## src/rtl/lsu_pkg.sv

```systemverilog
// Shared types and helpers for the load/store unit and its memory port.
package lsu_pkg;

  localparam int ADDR_W = 32;
  localparam int WORD_W = 32;

  typedef enum logic [1:0] {
    MEM_BYTE = 2'b00,
    MEM_HALF = 2'b01,
    MEM_WORD = 2'b10
  } memory_access_width_t;

  typedef enum logic [1:0] {
    IDLE   = 2'b00,
    ACCESS = 2'b01,
    SPLIT  = 2'b10,
    RESP   = 2'b11
  } lsu_state_t;

  function automatic logic [2:0] width_bytes(memory_access_width_t w);
    case (w)
      MEM_BYTE: return 3'd1;
      MEM_HALF: return 3'd2;
      default:  return 3'd4;
    endcase
  endfunction

  function automatic logic is_aligned(memory_access_width_t w, logic [1:0] lo);
    case (w)
      MEM_BYTE: return 1'b1;
      MEM_HALF: return ~lo[0];
      default:  return (lo == 2'b00);
    endcase
  endfunction

endpackage

```

## src/rtl/memory_port.sv

```systemverilog
// Single-cycle memory port: data_rd is returned combinationally while valid is high.
interface memory_port;
  import lsu_pkg::*;

  logic                 valid;
  logic                 we;
  logic [ADDR_W-1:0]    addr;
  memory_access_width_t width;
  logic [WORD_W-1:0]    data_wr;
  logic [WORD_W-1:0]    data_rd;

  modport datapath (output valid, output we, output addr, output width,
                    output data_wr, input data_rd);
  modport memory   (input valid, input we, input addr, input width,
                    input data_wr, output data_rd);
endinterface

```

## src/rtl/lsu_extend.sv

```systemverilog
// Sign or zero extension of right-justified load data to a full word.
module lsu_extend
  import lsu_pkg::*;
(
  input  logic [WORD_W-1:0]    data_i,
  input  memory_access_width_t width_i,
  input  logic                 unsigned_i,
  output logic [WORD_W-1:0]    data_o
);

  always_comb begin
    data_o = data_i;
    case (width_i)
      MEM_BYTE: data_o = {{(WORD_W-8){~unsigned_i & data_i[7]}}, data_i[7:0]};
      MEM_HALF: data_o = {{(WORD_W-16){~unsigned_i & data_i[15]}}, data_i[15:0]};
      default:  data_o = data_i;
    endcase
  end

endmodule

```

## src/rtl/load_store_unit.sv

```systemverilog
// Load/store unit: aligned accesses go out in one cycle, misaligned ones are
// either split into byte accesses or rejected, depending on SPLIT_MISALIGNED.
module load_store_unit
  import lsu_pkg::*;
#(
  parameter bit SPLIT_MISALIGNED = 1'b1
) (
  input  logic                 clk,
  input  logic                 rst,
  input  logic                 req_valid,
  output logic                 req_ready,
  input  logic                 req_we,
  input  logic [ADDR_W-1:0]    req_addr,
  input  memory_access_width_t req_width,
  input  logic                 req_unsigned,
  input  logic [WORD_W-1:0]    req_wdata,
  output logic                 resp_valid,
  output logic [WORD_W-1:0]    resp_rdata,
  output logic                 resp_error,
  output lsu_state_t           dbg_state,
  memory_port.datapath         mem
);

  // Handshake: a request transfers on a rising edge where req_valid && req_ready;
  // the response side is a one-cycle resp_valid pulse with no back-pressure.

  lsu_state_t           state_q;
  logic [1:0]           cnt_q;
  logic                 we_q;
  logic [ADDR_W-1:0]    addr_q;
  memory_access_width_t width_q;
  logic                 uns_q;
  logic [WORD_W-1:0]    wdata_q;
  logic [WORD_W-1:0]    buf_q;
  logic                 err_q;

  logic [1:0]           last_cnt;
  logic [WORD_W-1:0]    ext_data;
  logic                 resp_active;

  assign last_cnt    = 2'(width_bytes(width_q) - 3'd1);
  assign resp_active = (state_q == RESP) && !rst;
  assign req_ready   = (state_q == IDLE) && !rst;
  assign resp_valid  = resp_active;
  assign resp_error  = resp_active && err_q;
  assign dbg_state   = state_q;

  always_ff @(posedge clk) begin
    if (rst) begin
      state_q <= IDLE;
      cnt_q   <= 2'd0;
      we_q    <= 1'b0;
      addr_q  <= '0;
      width_q <= MEM_BYTE;
      uns_q   <= 1'b0;
      wdata_q <= '0;
      buf_q   <= '0;
      err_q   <= 1'b0;
    end else begin
      case (state_q)
        IDLE: begin
          if (req_valid) begin
            we_q    <= req_we;
            addr_q  <= req_addr;
            width_q <= req_width;
            uns_q   <= req_unsigned;
            wdata_q <= req_wdata;
            buf_q   <= '0;
            cnt_q   <= 2'd0;
            err_q   <= 1'b0;
            if (is_aligned(req_width, req_addr[1:0])) begin
              state_q <= ACCESS;
            end else if (SPLIT_MISALIGNED) begin
              state_q <= SPLIT;
            end else begin
              err_q   <= 1'b1;
              state_q <= RESP;
            end
          end
        end
        ACCESS: begin
          buf_q   <= mem.data_rd;
          state_q <= RESP;
        end
        SPLIT: begin
          // Byte cnt of the access lands in byte lane cnt of the buffer.
          buf_q[{cnt_q, 3'b000} +: 8] <= mem.data_rd[7:0];
          cnt_q <= cnt_q + 2'd1;
          if (cnt_q == last_cnt) state_q <= RESP;
        end
        default: state_q <= IDLE;
      endcase
    end
  end

  always_comb begin
    mem.valid   = 1'b0;
    mem.we      = 1'b0;
    mem.addr    = '0;
    mem.width   = MEM_BYTE;
    mem.data_wr = '0;
    if (!rst) begin
      case (state_q)
        ACCESS: begin
          mem.valid   = 1'b1;
          mem.we      = we_q;
          mem.addr    = addr_q;
          mem.width   = width_q;
          mem.data_wr = wdata_q;
        end
        SPLIT: begin
          mem.valid   = 1'b1;
          mem.we      = we_q;
          mem.addr    = addr_q + {{(ADDR_W-2){1'b0}}, cnt_q};
          mem.width   = MEM_BYTE;
          mem.data_wr = {{(WORD_W-8){1'b0}}, wdata_q[{cnt_q, 3'b000} +: 8]};
        end
        default: ;
      endcase
    end
  end

  lsu_extend u_extend (
    .data_i     (buf_q),
    .width_i    (width_q),
    .unsigned_i (uns_q),
    .data_o     (ext_data)
  );

  assign resp_rdata = (resp_active && !we_q && !err_q) ? ext_data : '0;

endmodule

```

## src/flat_wrapper.sv

```systemverilog
// flat-port wrapper written by rule: the top's interface ports become plain ports
module load_store_unit_flat import lsu_pkg::*;
#(
  parameter bit SPLIT_MISALIGNED = 1'b1
)
  (clk, rst, req_valid, req_ready, req_we, req_addr, req_width, req_unsigned, req_wdata, resp_valid, resp_rdata, resp_error, dbg_state, mem_valid, mem_we, mem_addr, mem_width, mem_data_wr, mem_data_rd);
  memory_port mem_i ();
  input  logic clk;
  input  logic rst;
  input  logic req_valid;
  output logic req_ready;
  input  logic req_we;
  input  logic [ADDR_W-1:0] req_addr;
  input  memory_access_width_t req_width;
  input  logic req_unsigned;
  input  logic [WORD_W-1:0] req_wdata;
  output logic resp_valid;
  output logic [WORD_W-1:0] resp_rdata;
  output logic resp_error;
  output lsu_state_t dbg_state;
  output wire logic [$bits(mem_i.valid)-1:0] mem_valid;
  output wire logic [$bits(mem_i.we)-1:0] mem_we;
  output wire logic [$bits(mem_i.addr)-1:0] mem_addr;
  output wire logic [$bits(mem_i.width)-1:0] mem_width;
  output wire logic [$bits(mem_i.data_wr)-1:0] mem_data_wr;
  input wire logic [$bits(mem_i.data_rd)-1:0] mem_data_rd;
  assign mem_valid = mem_i.valid;
  assign mem_we = mem_i.we;
  assign mem_addr = mem_i.addr;
  assign mem_width = mem_i.width;
  assign mem_data_wr = mem_i.data_wr;
  assign mem_i.data_rd = mem_data_rd;
  load_store_unit #(.SPLIT_MISALIGNED(SPLIT_MISALIGNED)) u_core (.clk(clk), .rst(rst), .req_valid(req_valid), .req_ready(req_ready), .req_we(req_we), .req_addr(req_addr), .req_width(req_width), .req_unsigned(req_unsigned), .req_wdata(req_wdata), .resp_valid(resp_valid), .resp_rdata(resp_rdata), .resp_error(resp_error), .dbg_state(dbg_state), .mem(mem_i));
endmodule
```

## config.mk

```make
export PLATFORM = sky130hd
export DESIGN_NAME = load_store_unit_flat
export DESIGN_NICKNAME = d
export VERILOG_FILES = /design/src/rtl/lsu_pkg.sv /design/src/rtl/memory_port.sv /design/src/rtl/lsu_extend.sv /design/src/rtl/load_store_unit.sv /design/src/flat_wrapper.sv
export SDC_FILE = /design/constraint.sdc
export NUM_CORES = 1
export LEC_CHECK = 0
export BUFFER_PORTS_ARGS = -buffer_cell sky130_fd_sc_hd__buf_2
export CELL_PAD_IN_SITES_DETAIL_PLACEMENT = 2
export CELL_PAD_IN_SITES_GLOBAL_PLACEMENT = 2
export CORE_ASPECT_RATIO = 1.5
export CORE_MARGIN = 4
export CORE_UTILIZATION = 28
export DETAILED_ROUTE_END_ITERATION = 8
export PLACE_DENSITY = 0.89
export SLEW_MARGIN = 5
export SYNTH_ARGS = -nofsm -noshare
export SYNTH_HDL_FRONTEND = slang
export SYNTH_HIERARCHICAL = 1
export SYNTH_SLANG_ARGS = --single-unit
```

## constraint.sdc

```tcl
create_clock -name clk -period 3.2 [get_ports clk]
set_input_delay 0.64 -clock clk [delete_from_list [all_inputs] [get_ports clk]]
set_output_delay 0.64 -clock clk [all_outputs]
set_load 0.05 [all_outputs]
```

After elaboration in Yosys (flattened, before gate mapping)
Index checks and enable logic that the tools add are counted.
{"block": "op_classes", "n_eq_ne": 8, "bitwise_logic": 4, "n_shift": 3, "reduce_logical": 16, "n_addsub": 4, "muxes": 26}
{"cell": "case mux 32 bit (2 select lines)", "count": 3}
{"cell": "2-to-1 mux 32 bit", "count": 4}
{"cell": "case mux 32 bit (3 select lines)", "count": 1}
{"cell": "adder 32 x 2 -> 32 bit", "count": 1}
{"cell": "bitwise mux 32 bit", "count": 1}
{"cell": "variable shift 8 x 7 -> 32 bit (first input constant)", "count": 1}
{"cell": "variable part select 32 x 6 -> 8 bit", "count": 1}
{"cell": "variable part select 8 x 7 -> 32 bit", "count": 1}
{"cell": "2-to-1 mux 2 bit", "count": 6}
{"cell": "zero test 2 bit", "count": 4}
{"cell": "case mux 2 bit (2 select lines)", "count": 2}
{"cell": "AND reduction 2 bit", "count": 4}
{"cell": "2-to-1 mux 1 bit", "count": 7}
{"cell": "negation 5 -> 7 bit", "count": 1}
{"cell": "equality test 2 x 1 -> 1 bit (second input constant)", "count": 3}
{"cell": "case mux 2 bit (3 select lines)", "count": 1}
{"cell": "equality test 2 bit (second input constant)", "count": 2}
{"cell": "logical AND 1 bit", "count": 3}
{"cell": "nonzero test 3 bit", "count": 1}
{"cell": "adder 2 x 1 -> 2 bit (second input constant)", "count": 1}
{"cell": "AND 1 bit", "count": 2}
{"cell": "equality test 2 bit", "count": 1}
{"cell": "zero test 1 bit", "count": 2}
{"cell": "inequality test 2 x 1 -> 1 bit (second input constant)", "count": 1}
{"cell": "6 further kinds", "count": 7}
{"block": "totals", "elab_cells": 69, "reg_bits": 104}

Longest topological paths before layout
{"block": "logic_depth", "word_depth": 8, "mapped_depth": 10, "mapped_depth_nobuf": 8}

Modules after synthesis
The synthesis kept the hierarchy.
{"module": "load_store_unit", "cells_per_inst": 828, "area_per_inst_um2": 6060.8, "seq_area_each_um2": 2082.0, "instances": 1}
{"module": "lsu_extend", "cells_per_inst": 67, "area_per_inst_um2": 355.3, "seq_area_each_um2": 0.0, "instances": 1}

Worst setup path after synthesis
Ideal clock, no wire load.
{"block": "synth_timing", "path_kind": "reg2out", "start": "register u_core.state_q[0] (netlist: u_core/dbg_state[0])", "end": "output mem_addr[17]", "path_buffers": 0, "setup_slack_ns": -0.742, "t_arrival_ns": 3.302, "t_required_ns": 2.560, "stages_incl_launch_ff": 8, "path_cell_list": "dfxtp_1 -> inv_1 -> ha_1 -> nand2b_1 -> inv_1 -> nand2_1 -> or3_1 -> o21ai_0"}
{"block": "synth_via", "elab_chain_len": 3, "elab_cells_between_ends": 4, "classes_between": "eq/ne: 2; mux: 2"}
{"element": "start, declared", "line": "load_store_unit.sv:27", "rtl": "lsu_state_t state_q;"}
{"element": "start signal, assigned", "line": "load_store_unit.sv:50", "rtl": "state_q <= IDLE;"}
{"element": "start signal, assigned", "line": "load_store_unit.sv:72", "rtl": "state_q <= ACCESS;"}
{"element": "start signal, assigned", "line": "load_store_unit.sv:74", "rtl": "state_q <= SPLIT;"}
{"element": "equality test 2 bit or equality test 2 x 1 -> 1 bit (tied branches)", "line": "load_store_unit.sv:103", "rtl": "case (state_q)"}
{"element": "case mux 32 bit (2 select lines) *", "line": "load_store_unit.sv:103"}
{"element": "2-to-1 mux 32 bit *", "line": "load_store_unit.sv:102", "rtl": "if (!rst) begin"}
{"element": "end, declared", "line": "flat_wrapper.sv:23", "rtl": "output wire logic [$bits(mem_i.addr)-1:0] mem_addr;"}
Mark *: on every way between the ends. The rest lies on a longest branch, timed or not.

Worst setup path after layout
{"block": "layout_timing", "start": "register u_core.cnt_q[1]", "end": "output mem_addr[29]"}
{"block": "layout_via", "elab_chain_len": 3}
{"element": "start, declared", "line": "load_store_unit.sv:28", "rtl": "logic [1:0] cnt_q;"}
{"element": "start signal, assigned", "line": "load_store_unit.sv:88", "rtl": "cnt_q <= cnt_q + 2'd1;"}
{"element": "adder 32 x 2 -> 32 bit", "line": "load_store_unit.sv:114", "rtl": "mem.addr = addr_q + {{(ADDR_W-2){1'b0}}, cnt_q};"}
{"element": "case mux 32 bit (2 select lines)", "line": "load_store_unit.sv:103"}
{"element": "2-to-1 mux 32 bit", "line": "load_store_unit.sv:102"}
No other way between the ends.

==> parameters.txt <==
Parameter                              Value

Status
  Result of the run    completed

Yosys
  Cells after Synth    895
  Fraction of synthesis flops using an asynchronous set or reset pin    0%
  Number of distinct library cell variants in the gate-level netlist after synthesis    69
  Top flip-flop cell by instance count after synthesis    sky130_fd_sc_hd__dfxtp_1
  Mean cell area of the mapped netlist    7.17 um^2
  Number of flops mapped to enable cells by yosys    0
  Share of the yosys chip area belonging to registers    between 30% and 40%
  Number of warnings printed during yosys synthesis    6
  Total of flip-flops plus latches after synthesis    ~100
  Post-synth design cell area    0.00642 mm^2
  Post-Syn Nets    1011

Routing
  Number of iterations in the first detailed-routing pass    4
  Routed met1 length    11200 um
  Top sig layer    met5
  Routed length per instance    20.4 um
  Amount of wire on met2 after detailed routing    between 10000 and 15000 um
  Via count    7175
  Met3 wire length    about 1000 um
  Remaining antenna violation count after routing    0
  Initial DRC count    319
  Post-route DRC violation count    0
  Routed via count divided by cell count    5.34
  Total detailed-routing wirelength    27400 um

Final layout
  Area Overhead vs Synth    26.5%
  Post-route design area    0.00811 mm^2
  Number of diodes added for antenna fixing    0
  Fraction of layout cells with a size suffix above 1    between 20 and 30%
  Post-Route Utilization    approximately 36%
  Nets    between 1000 and 1500

Power and ir drop
  Part of the total power dissipated in sequential elements    35.7%
  Total power density per cell area    589 mW/mm^2
  Part of the total power dissipated in combinational logic    between 40% and 50%
  Cell-internal power    0.00260 W
  Switching power    0.00218 W
  Static power due to leakage    3.53 nW
  Peak supply drop    235 uV
  Sw frac    between 40% and 50%
  Clock power frac    23.9%

Timing
  Slew @ Worst Pin    1.04 ns
  Clock Skew    0.0112 ns
  Finish-stage setup viols    0
  Hold Slack    between 0.4 and 0.5 ns
  Final number of hold-violating endpoints    0
  Pins Over Slew Limit    0
  Relative max-transition margin    between 30 and 40%
  Setup repair after global routing missed its margin    yes
  Final min period    3.09 ns
  Final cycle utilization of the critical path    96.6%
  PnR worst setup slack    between 0.1 and 0.15 ns
  Highest Clock Rate    between 300 and 400 MHz
  Setup TNS    0 ns

Clock network
  Clock-pin slew reported for the worst setup and hold paths after clock tree synthesis    0.08 ns
  Clock sink count    between 100 and 150
  Cts-stage hold buffer count    0
  Worst skew pair latency    ~0.36 ns
  Number of clock buffers inserted by TritonCTS    9
  CTS tree    done
  Clock root buffer    sky130_fd_sc_hd__clkbuf_16
  Level count of the clock H-tree    3
  Buffer levels on the longest clock path    2

Global routing
  Maximum number of pins on one net before global-route repair    52
  Global routing usage summed across all routing layers    20.8%
  Initial antenna violation count    2
  Total global routing overflow    0
  Global-route wire length before repair    between 40000 and 50000 um
  Via count of the first global-routing pass    7666

Place
  Placed Area    0.00765 mm^2
  Worst slack at placement    0.0363 ns
  Post-DP HPWL    20600 um
  Final Wtd Congestion    about 0.79
  Count of port buffers added during placement    ~210

Setup path
  Classification of the worst setup path    reg2out
  Data required time at the worst endpoint    2.56 ns
  Setup crit start kind    flip-flop
  Ordered list of cells on the worst path    ha_1 > a21o_1 > nand2b_4 > or4_4 > o311ai_2 > nand2_1 > buf_4
  Arrival time at the worst endpoint    approximately 2.5 ns
  Max stage delay on crit path    0.53 ns
  Top fanout value on the critical path    7
  Flop-to-flop setup slack    slightly below 0.6 ns
  Critical path's slowest cell    sky130_fd_sc_hd__or4_4
  Endpoint kind of the worst setup timing path    primary output

Hold path
  Classification of the worst-slack hold path    reg2reg

Floorplan
  Number of standard-cell rows in the floorplan    67
  Initial Utilization    between 20 and 30%
  Overall die area    0.0255 mm^2
  Core ar.    0.0225 mm^2
  Vertical extent of the die    193 um
  Die X    132 um
  I/O pin total    208

Job
  Count of maximum capacitance violations    0
## logic make-up (layout without fill, tap and decap cells)
family / count (synthesis) / count (layout) / synth area share [%]
other: 1 / 1 / 0.0584
muxes: 11 / 11 / 3.35
adders and majority gates: 13 / 13 / 2.65
AOI/OAI and AO/OA: 253 / 253 / 23.0
xor gates and xnor gates: 5 / 5 / 0.683
and+or+nand+nor: 417 / 417 / 31.4
DFF: 104 / 104 / 32.4
buffers and inverters: 91 / 263 / 6.42
## cell usage after synthesis (2+ instances only)
library cell / n / area share (%)
sky130_fd_sc_hd__buf_6: 3 / 0.53
sky130_fd_sc_hd__nand4b_1: 2 / 0.27
sky130_fd_sc_hd__a22oi_1: 26 / 3.0
sky130_fd_sc_hd__dfxtp_1: 104 / 32
sky130_fd_sc_hd__o31ai_1: 2 / 0.23
sky130_fd_sc_hd__buf_2: 7 / 0.55
sky130_fd_sc_hd__ha_1: 12 / 2.3
sky130_fd_sc_hd__nor3_1: 5 / 0.39
sky130_fd_sc_hd__a21oi_1: 115 / 9.0
sky130_fd_sc_hd__xor2_1: 2 / 0.27
sky130_fd_sc_hd__o311ai_1: 2 / 0.27
sky130_fd_sc_hd__and4_1: 4 / 0.55
sky130_fd_sc_hd__mux4_2: 8 / 2.8
sky130_fd_sc_hd__or4_1: 2 / 0.23
sky130_fd_sc_hd__nand2_1: 221 / 13
sky130_fd_sc_hd__inv_1: 10 / 0.59
sky130_fd_sc_hd__nor4_1: 3 / 0.29
sky130_fd_sc_hd__nand4_1: 7 / 0.68
sky130_fd_sc_hd__buf_1: 7 / 0.41
sky130_fd_sc_hd__nand3_2: 3 / 0.47
sky130_fd_sc_hd__nand3_1: 12 / 0.94
sky130_fd_sc_hd__o21ai_0: 69 / 5.4
sky130_fd_sc_hd__nor2_1: 46 / 2.7
sky130_fd_sc_hd__and3_1: 30 / 2.9
sky130_fd_sc_hd__o311ai_2: 2 / 0.51
sky130_fd_sc_hd__a311oi_1: 3 / 0.41
sky130_fd_sc_hd__or3_1: 6 / 0.59
sky130_fd_sc_hd__o21ai_1: 3 / 0.23
sky130_fd_sc_hd__nand3b_1: 4 / 0.47
sky130_fd_sc_hd__nand2b_1: 2 / 0.19
sky130_fd_sc_hd__buf_4: 10 / 1.2
sky130_fd_sc_hd__a32oi_1: 2 / 0.27
sky130_fd_sc_hd__and2_1: 38 / 3.7
sky130_fd_sc_hd__xnor2_1: 3 / 0.41
sky130_fd_sc_hd__a31oi_1: 4 / 0.39
sky130_fd_sc_hd__o211ai_1: 2 / 0.23
sky130_fd_sc_hd__clkbuf_1: 52 / 3.0
sky130_fd_sc_hd__a21o_1: 2 / 0.23
sky130_fd_sc_hd__nor2b_1: 21 / 2.0
sky130_fd_sc_hd__a22o_1: 10 / 1.4
## repair_timing
| item | in CTS | in global routing |
|---|---|---|
| gates resized for setup | 13 | 23 |
| setup buffers | 3 | 3 |
| endpoints found under the setup margin | 11 | 20 |
| pin swaps | 2 | 5 |
## metal layers
metal	track usage (%)	vias up
li1	-	3411
met1	23.7	3517
met2	39.4	205
met3	2.60	40
met4	7.24	2
met5	0	-
## power groups by stage
stage               Combinational (W)  Clock (W)  Sequential [W]
global route                  0.00213    0.00122         0.00174
CTS                           0.00194    0.00116         0.00169
global placement              0.00186          0         0.00170
floorplan                     0.00127          0         0.00167
detailed placement            0.00192          0         0.00172
finish                        0.00193    0.00114         0.00170
## cells in the final DEF, fill, tap and decap left out, drive strengths merged, types with 4 or more instances in the layout
cell	n
a21oi	115
a22o	10
a22oi	26
a31oi	4
and2	38
and3	30
and4	4
buf	233
clkbuf	13
dfxtp	104
ha	12
inv	14
mux4	8
nand2	221
nand3	15
nand3b	4
nand4	8
nor2	46
nor2b	21
nor3	6
nor4	4
o21ai	72
o311ai	5
or3	6
## worst max-delay path, delay by kind of cell, from the launching register on
kind,cells,cell delay (ns)
AOI/OAI and AO/OA,2,0.45
adders and majority gates,1,0.31
and+or+nand+nor,3,0.76
DFF,1,0.35
buffers and inverters,1,0.20
## cell type report
class                           instances  area, um^2
Clock buffer                           10         229
Clock inverter                          6        61.3
Fill cell                            2712       14400
Inverter                               11        41.3
Multi-Input combinational cell        700        4020
Sequential cell                       104        2100
Tap cell                              276         345
Timing Repair Buffer                  236        1320
## through the flow
stage	cells	total power, W
after floorplan	895	0.00294
after global placement	1321	0.00356
after detailed placement	1321	0.00364
after CTS	1340	0.00480
after global routing	1343	0.00508
final	1343	0.00478
## sequential cells by signal, summed over array words and instances, names as in the netlist
name,count
u_core/width_q,2
u_core/cnt_q,2
u_core/we_q,1
u_core/dbg_state,2
u_core/addr_q,32
u_core/uns_q,1
u_core/wdata_q,32
u_core/buf_q,32
## final timing paths
check                    start                 to  depth (start not counted)
max reg2reg    u_core/cnt_q[0]   u_core/buf_q[19]                          8
min          u_core/wdata_q[5]  u_core/wdata_q[5]                          2
max            u_core/cnt_q[1]       mem_addr[29]                          7
min reg2reg  u_core/wdata_q[5]  u_core/wdata_q[5]                          2
Power figures use the tool's default switching activity.
